**src/rtl/bp_pkg.sv**
```systemverilog
// bp_pkg: shared types and constants for the branch predict unit.
//   bp_state_e      RUN / HALTED control state
//   cnt_weak_t/nt   weakly-taken / weakly-not-taken counter values for a given width
//   CNT_WEAK_T/NT   those values at the default 2-bit counter width
package bp_pkg;

    typedef enum logic {BP_RUN, BP_HALTED} bp_state_e;

    function automatic int cnt_weak_t(input int w);
        return 1 << (w - 1);
    endfunction

    function automatic int cnt_weak_nt(input int w);
        return (1 << (w - 1)) - 1;
    endfunction

    localparam int CNT_WEAK_T  = cnt_weak_t(2);
    localparam int CNT_WEAK_NT = cnt_weak_nt(2);

endpackage

```
**src/rtl/bp_sat_counter.sv**
```systemverilog
// bp_sat_counter: next value of a saturating up/down counter.
//   cnt_i  current count
//   inc_i  1 = count up (saturate at all-ones), 0 = count down (saturate at zero)
//   cnt_o  next count
module bp_sat_counter #(
    parameter int CNT_W = 2
) (
    input  logic [CNT_W-1:0] cnt_i,
    input  logic             inc_i,
    output logic [CNT_W-1:0] cnt_o
);

    always_comb cnt_o = inc_i ? (&cnt_i ? cnt_i : cnt_i + 1'b1) : (|cnt_i ? cnt_i - 1'b1 : cnt_i);

endmodule

```
**src/rtl/branch_predict_unit.sv**
```systemverilog
// branch_predict_unit: direct-mapped BTB with saturating counters, EX-stage resolve, redirect and halt.
//   F_PC -> F_PredTaken/F_PredTarget        combinational fetch-stage prediction
//   E_* , Imm, Branch, Jump, JalrSel, Halt, AluResult   EX-stage resolve inputs
//   PC_Imm, PC_Four, BrPC, PcSel, Flush     redirect outputs
//   Halted                                  latched halt state, left only by reset_n=0
//   Perf_Branches/Perf_Mispredicts          counters when BP_PERF_CNT_EN is defined, else 0
module branch_predict_unit
    import bp_pkg::*;
#(
    parameter int PC_W  = 9,
    parameter int IDX_W = 4,
    parameter int CNT_W = 2
) (
    input  logic            clk,
    input  logic            reset_n,
    input  logic [PC_W-1:0] F_PC,
    output logic            F_PredTaken,
    output logic [31:0]     F_PredTarget,
    input  logic            E_Valid,
    input  logic [PC_W-1:0] E_PC,
    input  logic            E_PredTaken,
    input  logic [31:0]     E_PredTarget,
    input  logic [31:0]     Imm,
    input  logic            Branch,
    input  logic            Jump,
    input  logic            JalrSel,
    input  logic            Halt,
    input  logic [31:0]     AluResult,
    output logic [31:0]     PC_Imm,
    output logic [31:0]     PC_Four,
    output logic [31:0]     BrPC,
    output logic            PcSel,
    output logic            Flush,
    output logic            Halted,
    output logic [31:0]     Perf_Branches,
    output logic [31:0]     Perf_Mispredicts
);

    localparam int DEPTH = 2 ** IDX_W;
    localparam int TAG_W = PC_W - IDX_W - 2;
    localparam logic [CNT_W-1:0] WEAK_T  = CNT_W'(cnt_weak_t(CNT_W));
    localparam logic [CNT_W-1:0] WEAK_NT = CNT_W'(cnt_weak_nt(CNT_W));

    typedef struct packed {
        logic             valid;
        logic [TAG_W-1:0] tag;
        logic [PC_W-1:0]  target;
        logic [CNT_W-1:0] cnt;
    } btb_entry_t;

    btb_entry_t btb_q [DEPTH];
    bp_state_e  state_q, state_d;
    logic [PC_W-1:0] halt_pc_q, halt_pc_d;

    btb_entry_t f_ent, e_ent;
    logic [IDX_W-1:0] e_idx;
    logic [TAG_W-1:0] e_tag;
    logic f_hit, e_hit, taken, mispredict, upd;
    logic [CNT_W-1:0] cnt_nxt;
    logic unused_pc_lsb;

    assign unused_pc_lsb = &{1'b0, F_PC[1:0]};

    assign f_ent        = btb_q[F_PC[IDX_W+1:2]];
    assign f_hit        = f_ent.valid && f_ent.tag == F_PC[PC_W-1:IDX_W+2];
    assign F_PredTaken  = f_hit && f_ent.cnt[CNT_W-1];
    assign F_PredTarget = f_hit ? 32'(f_ent.target) : 32'd0;

    assign e_idx   = E_PC[IDX_W+1:2];
    assign e_tag   = E_PC[PC_W-1:IDX_W+2];
    assign e_ent   = btb_q[e_idx];
    assign e_hit   = e_ent.valid && e_ent.tag == e_tag;

    assign PC_Imm     = JalrSel ? AluResult : 32'(E_PC) + Imm;
    assign PC_Four    = 32'(E_PC) + 32'd4;
    assign taken      = Jump | (Branch & AluResult[0]);
    assign mispredict = (taken != E_PredTaken) | (taken & E_PredTaken & (E_PredTarget != PC_Imm));

    bp_sat_counter #(.CNT_W(CNT_W)) u_cnt (
        .cnt_i (e_ent.cnt),
        .inc_i (taken),
        .cnt_o (cnt_nxt)
    );

    // Halt (latched or new) outranks any branch redirect; reset silences everything.
    always_comb begin
        state_d   = state_q;
        halt_pc_d = halt_pc_q;
        PcSel     = 1'b0;
        Flush     = 1'b0;
        BrPC      = 32'd0;
        Halted    = 1'b0;
        upd       = 1'b0;
        if (reset_n) begin
            if (state_q == BP_HALTED) begin
                PcSel  = 1'b1;
                BrPC   = 32'(halt_pc_q);
                Halted = 1'b1;
            end else if (E_Valid && Halt) begin
                PcSel     = 1'b1;
                BrPC      = 32'(E_PC);
                state_d   = BP_HALTED;
                halt_pc_d = E_PC;
            end else if (E_Valid) begin
                Flush = mispredict;
                PcSel = mispredict;
                BrPC  = mispredict ? (taken ? PC_Imm : PC_Four) : 32'd0;
                upd   = Branch | Jump;
            end
        end
    end

    always_ff @(posedge clk) begin
        if (!reset_n) begin
            state_q   <= BP_RUN;
            halt_pc_q <= '0;
            for (int i = 0; i < DEPTH; i++)
                btb_q[i] <= '{valid: 1'b0, tag: '0, target: '0, cnt: WEAK_NT};
        end else begin
            state_q   <= state_d;
            halt_pc_q <= halt_pc_d;
            if (upd) begin
                if (e_hit) begin
                    btb_q[e_idx].cnt <= cnt_nxt;
                    if (taken)
                        btb_q[e_idx].target <= PC_Imm[PC_W-1:0];
                end else if (taken) begin
                    btb_q[e_idx] <= '{valid: 1'b1, tag: e_tag, target: PC_Imm[PC_W-1:0], cnt: WEAK_T};
                end
            end
        end
    end

`ifdef BP_PERF_CNT_EN
    logic [31:0] perf_br_q, perf_mp_q;

    always_ff @(posedge clk) begin
        if (!reset_n) begin
            perf_br_q <= '0;
            perf_mp_q <= '0;
        end else begin
            if (upd && !(&perf_br_q))
                perf_br_q <= perf_br_q + 32'd1;
            if (Flush && !(&perf_mp_q))
                perf_mp_q <= perf_mp_q + 32'd1;
        end
    end

    assign Perf_Branches    = perf_br_q;
    assign Perf_Mispredicts = perf_mp_q;
`else
    assign Perf_Branches    = 32'd0;
    assign Perf_Mispredicts = 32'd0;
`endif

endmodule

```
**config.mk**
```make
export PLATFORM = sky130hd
export DESIGN_NAME = branch_predict_unit
export DESIGN_NICKNAME = d
export VERILOG_FILES = /design/src/rtl/bp_pkg.sv /design/src/rtl/bp_sat_counter.sv /design/src/rtl/branch_predict_unit.sv
export SDC_FILE = /design/constraint.sdc
export NUM_CORES = 1
export LEC_CHECK = 0
export ABC_AREA = 1
export BUFFER_PORTS_ARGS = -buffer_cell sky130_fd_sc_hd__buf_2
export CAP_MARGIN = 20
export CORE_MARGIN = 2
export CORE_UTILIZATION = 25
export CTS_BUF_LIST = sky130_fd_sc_hd__clkbuf_8
export CTS_CLUSTER_SIZE = 25
export DETAILED_ROUTE_END_ITERATION = 10
export HOLD_SLACK_MARGIN = 0.06
export PLACE_DENSITY = 0.5
export SLEW_MARGIN = 25
export SYNTH_ARGS = -nofsm -noshare
export SYNTH_HDL_FRONTEND = slang
export SYNTH_HIERARCHICAL = 1
export SYNTH_SLANG_ARGS = --single-unit
```
**constraint.sdc**
```tcl
create_clock -name clk -period 3.4 [get_ports clk]
set_clock_uncertainty 0.2 [all_clocks]
set_input_delay 0.34 -clock clk [delete_from_list [all_inputs] [get_ports clk]]
set_output_delay 0.34 -clock clk [all_outputs]
set_load 0.02 [all_outputs]
```
==> results.md <==
- Fin crit share: 1.07
- Leak: 8.85 nW
- Cell count after placement: 3201
- Compound-Gate Fraction of Synth Area: 0.129
- Top delay family on crit path: simple AND/OR/NAND/NOR gates
- Status: finished with violations
- YS warnings: 6
- TritonRoute pass-1 iters: 7
- Buffer levels on the longest clock path: 3
- Worst-Skew Late Latency: 0.58 ns
- Crit-path cells: buf_2, nand2_1, nor2_1, inv_1, nor3_1, nand2_4, nand2_2, nand3_2, nand2_2, nand2_1, nand2_1, nor2_1, nand2_1, nor2_2, nand3_2, nand2_2, nand2_4, nand4_4, clkbuf_16, nor2_1, buf_4
- Worst Slack Setup Final: -0.230 ns
- Max IR drop VDD: 0.170 mV
- DIE HEIGHT: 257 microns
- Area of the multi-input gates: 0.00765 sq mm
- Layout cells sized above 1: 0.238
- Yosys top cell by area: edfxtp_1
- Maxcap violations: 0
- Final hold violations: 0
- Crit Reg-Reg Startpoint: state_q
- Unrepaired setup endpoints after global routing: true
- Fraction of synthesized area in multiplexers: 0
- Post-synthesis simple-gate area fraction: 0.272
- First-pass GRT wire length: 89500 microns
- Die width: 257 microns
- Placed Area: 0.0184 sq mm
- Hold slack: 0.110 ns
- Mapped Cells: 2098
- Most frequent cell on the critical path: nand2_1
- Pre-CTS setup slack: -0.570 ns
- Largest family of logic cells by synthesized area: simple AND/OR/NAND/NOR gates
- Global routing usage on met3: 0.0244
- Total GRT Usage: 0.174
- Cts bufs inserted: 40
- Hold WC Path Type: in2reg
- Critical R2R Capture: btb_q[12][8]
- Row count: 92
- Met1 global-route usage: 0.206
- Final min period: 3.63 ns
- Worst Reg-to-Reg Cells: 7
- # setup viols final: 35
- Finished Cell Area: 0.0200 sq mm
- WP data arrival: 3.09 ns
- # IOs: 318
- DR DRC count: 0
- Top cell type's share of synthesized area: 0.420
- DR iter-0 viols: 1070
- Post-Syn Area: 0.0160 sq mm
- Slowest CP cell: nor3_1
- Storage cell area: 0.00725 sq mm
- Starting Density: 0.253
- Post-Synth XOR/XNOR Area: 0.00876
- Hold Path Stages: 4
- Layout area overhead: 25.1%
- Final non-filler cell total: 3297
- Layout net count: 2558
- Register area share after synthesis: 0.453
- CP startpoint kind: input pin
- Vias in the first global route: 15300
- Gr busiest metal: met2
- Netlist cell types: 42
- CTS tree: done
- DIE AREA: 0.0661 sq mm
- Worst Setup End Kind: output pin
- Buf+Inv Stages, Crit Path: 4
- Worst Path Max Fanout: 6
- Vias: 15400
- Post-route ant nets: 0
- Crit path kind: in2out
- CP required: 2.86 ns
- Hold endpoint: halt_pc_q[5]
- Clock root cell: clkbuf_8
- Pwr dens: 385 mW/mm^2
- Buffers on Ports: 206
- Synth Area in Adders: 0.0122
- Num Clock Sinks: 250
- Setup slack, reg-to-reg: 0.50 ns
- Clock transition at path regs: 0.06 ns
- Avg WL per Cell: 18.0 microns
- Fill count: 6842
- Initial antenna violation count: 5
- Syn_area_per_cell: 7.63 sq um
- Slowest stage delay, CP: 0.49 ns
- Routability congestion estimate: 0.922
- Slew Viols, Final: 0
- Relative slew slack: 0.382
- Synth Register Bits: 250
- Failing checks: setup timing
- Routed wire length: 59500 microns
- Measured slew at the worst slew-check pin: 0.921 ns
- Met2 Resource Use GR: 0.322
- Worst Hold Launch: E_PC[5]
- Post-DP HPWL: 43900 microns
- Htree depth: 2
- F_max: 275 MHz
- Largest cells by area after synthesis: edfxtp_1 42%, nor2_1 10%, nand2_1 9.4%
- GR Overflow Total: 0
- Sum Neg Setup Slack: -5.81 ns
- Vias per cell: 4.66
- Largest net degree at the start of global routing: 74
- Core area: 0.0632 sq mm
## layout by cell type (no fill, tap or decap), drive strengths merged
master and n:
nand3 119, nor2 428, o221ai 4, o211ai 11
inv 192, a32o 5, conb 109, or4 1
nor3 17, o21ai 201, a21oi 83, bufinv 1
xnor2 6, clkbuf 42, ha 14, fa 1
edfxtp 224, a2111o 1, a31o 5, nand2 407
nand4 24, o22ai 41, diode 2, dfxtp 26
buf 383, and2 1, o21a 14, clkinvlp 1
nand3b 22, a22o 5, clkinv 19, dlygate4sd3 5
xor2 10, or2 27
## layout make-up
cell class / instances / share of cell area
multi-input combinational: 1556 / 0.382
tap: 846 / 0.0529
inverter: 183 / 0.0343
clock inverter: 30 / 0.00769
clock buffer: 40 / 0.0275
timing repair buffer: 390 / 0.133
antenna: 2 / 0.000250
sequential: 250 / 0.362
## worst max path at each step
stage,endpoint,start,cells after the start,slack (ns)
floorplan,BrPC[9],E_PC[0],21,0.16
global placement,PcSel,E_PC[0],25,-0.56
detailed placement,PcSel,E_PC[0],25,-0.57
CTS,BrPC[21],E_PC[0],25,-0.16
global route,BrPC[24],Imm[11],21,-0.42
finish,BrPC[13],Imm[11],21,-0.23
## metal layers
metal,share of wire,up-vias
met5,0.00069,-
met4,0.027,6
met3,0.049,96
met2,0.52,536
met1,0.40,7332
li1,-,7399
## worst min-delay path: stages
cell     delay [ns]
buf_2          0.13
buf_4          0.16
inv_1          0.09
o22ai_1        0.12
## cells by family after synthesis
group | after synthesis
compound gates | 370
other cells | 1
simple gates | 1046
fa+ha+maj | 15
buf+inv | 400
xor+xnor | 16
flops | 250
## cell usage after synthesis
cell type,count
a2111o_1,1
a21oi_1,83
a22o_1,5
a31o_2,5
a32o_1,5
and2_1,1
buf_1,10
buf_2,15
buf_4,115
buf_6,6
clkbuf_1,71
clkinv_1,6
conb_1,1
dfxtp_1,26
edfxtp_1,224
fa_1,1
ha_1,14
inv_1,171
inv_2,6
nand2_1,402
nand2_2,5
nand3_1,116
nand3_2,3
nand3b_1,22
nand4_1,23
nand4_2,1
nor2_1,427
nor2_2,1
nor3_1,15
nor3_2,2
o211ai_1,11
o21a_1,14
o21ai_0,191
o21ai_1,7
o21ai_2,3
o221ai_1,4
o22ai_1,41
or2_1,1
or2_2,26
or4_1,1
xnor2_1,6
xor2_1,10
## registers in the layout (all words and copies together), names as in the netlist
name       count
state_q        1
btb_q        240
halt_pc_q      9
## what timing repair did
item / in CTS / in global routing
setup endpoints to repair: 36 / 45
hold endpoints to repair: 3 / 0
hold buffers: 5 / 0
pin swaps: 7 / 30
setup buffers: 10 / 5
cloned: 1 / 3
gates resized for setup: 67 / 111
## report_power, final
group	leakage [nW]	total, W	internal (W)	switching, W
sequential	2.48	0.00351	0.00347	0.0000423
combinational	5.96	0.00179	0.000580	0.00122
clock	0.409	0.00241	0.00118	0.00124
total	8.85	0.00772	0.00522	0.00249
## through the flow
step | util | power [W]
3_3_place_gp | 0.292 | 0.00523
4_1_cts | 0.309 | 0.00770
2_1_floorplan | - | 0.00462
6_report | 0.317 | 0.00772
5_1_grt | 0.317 | 0.00806
3_5_place_dp | 0.292 | 0.00524
Power figures use the tool's default switching activity.
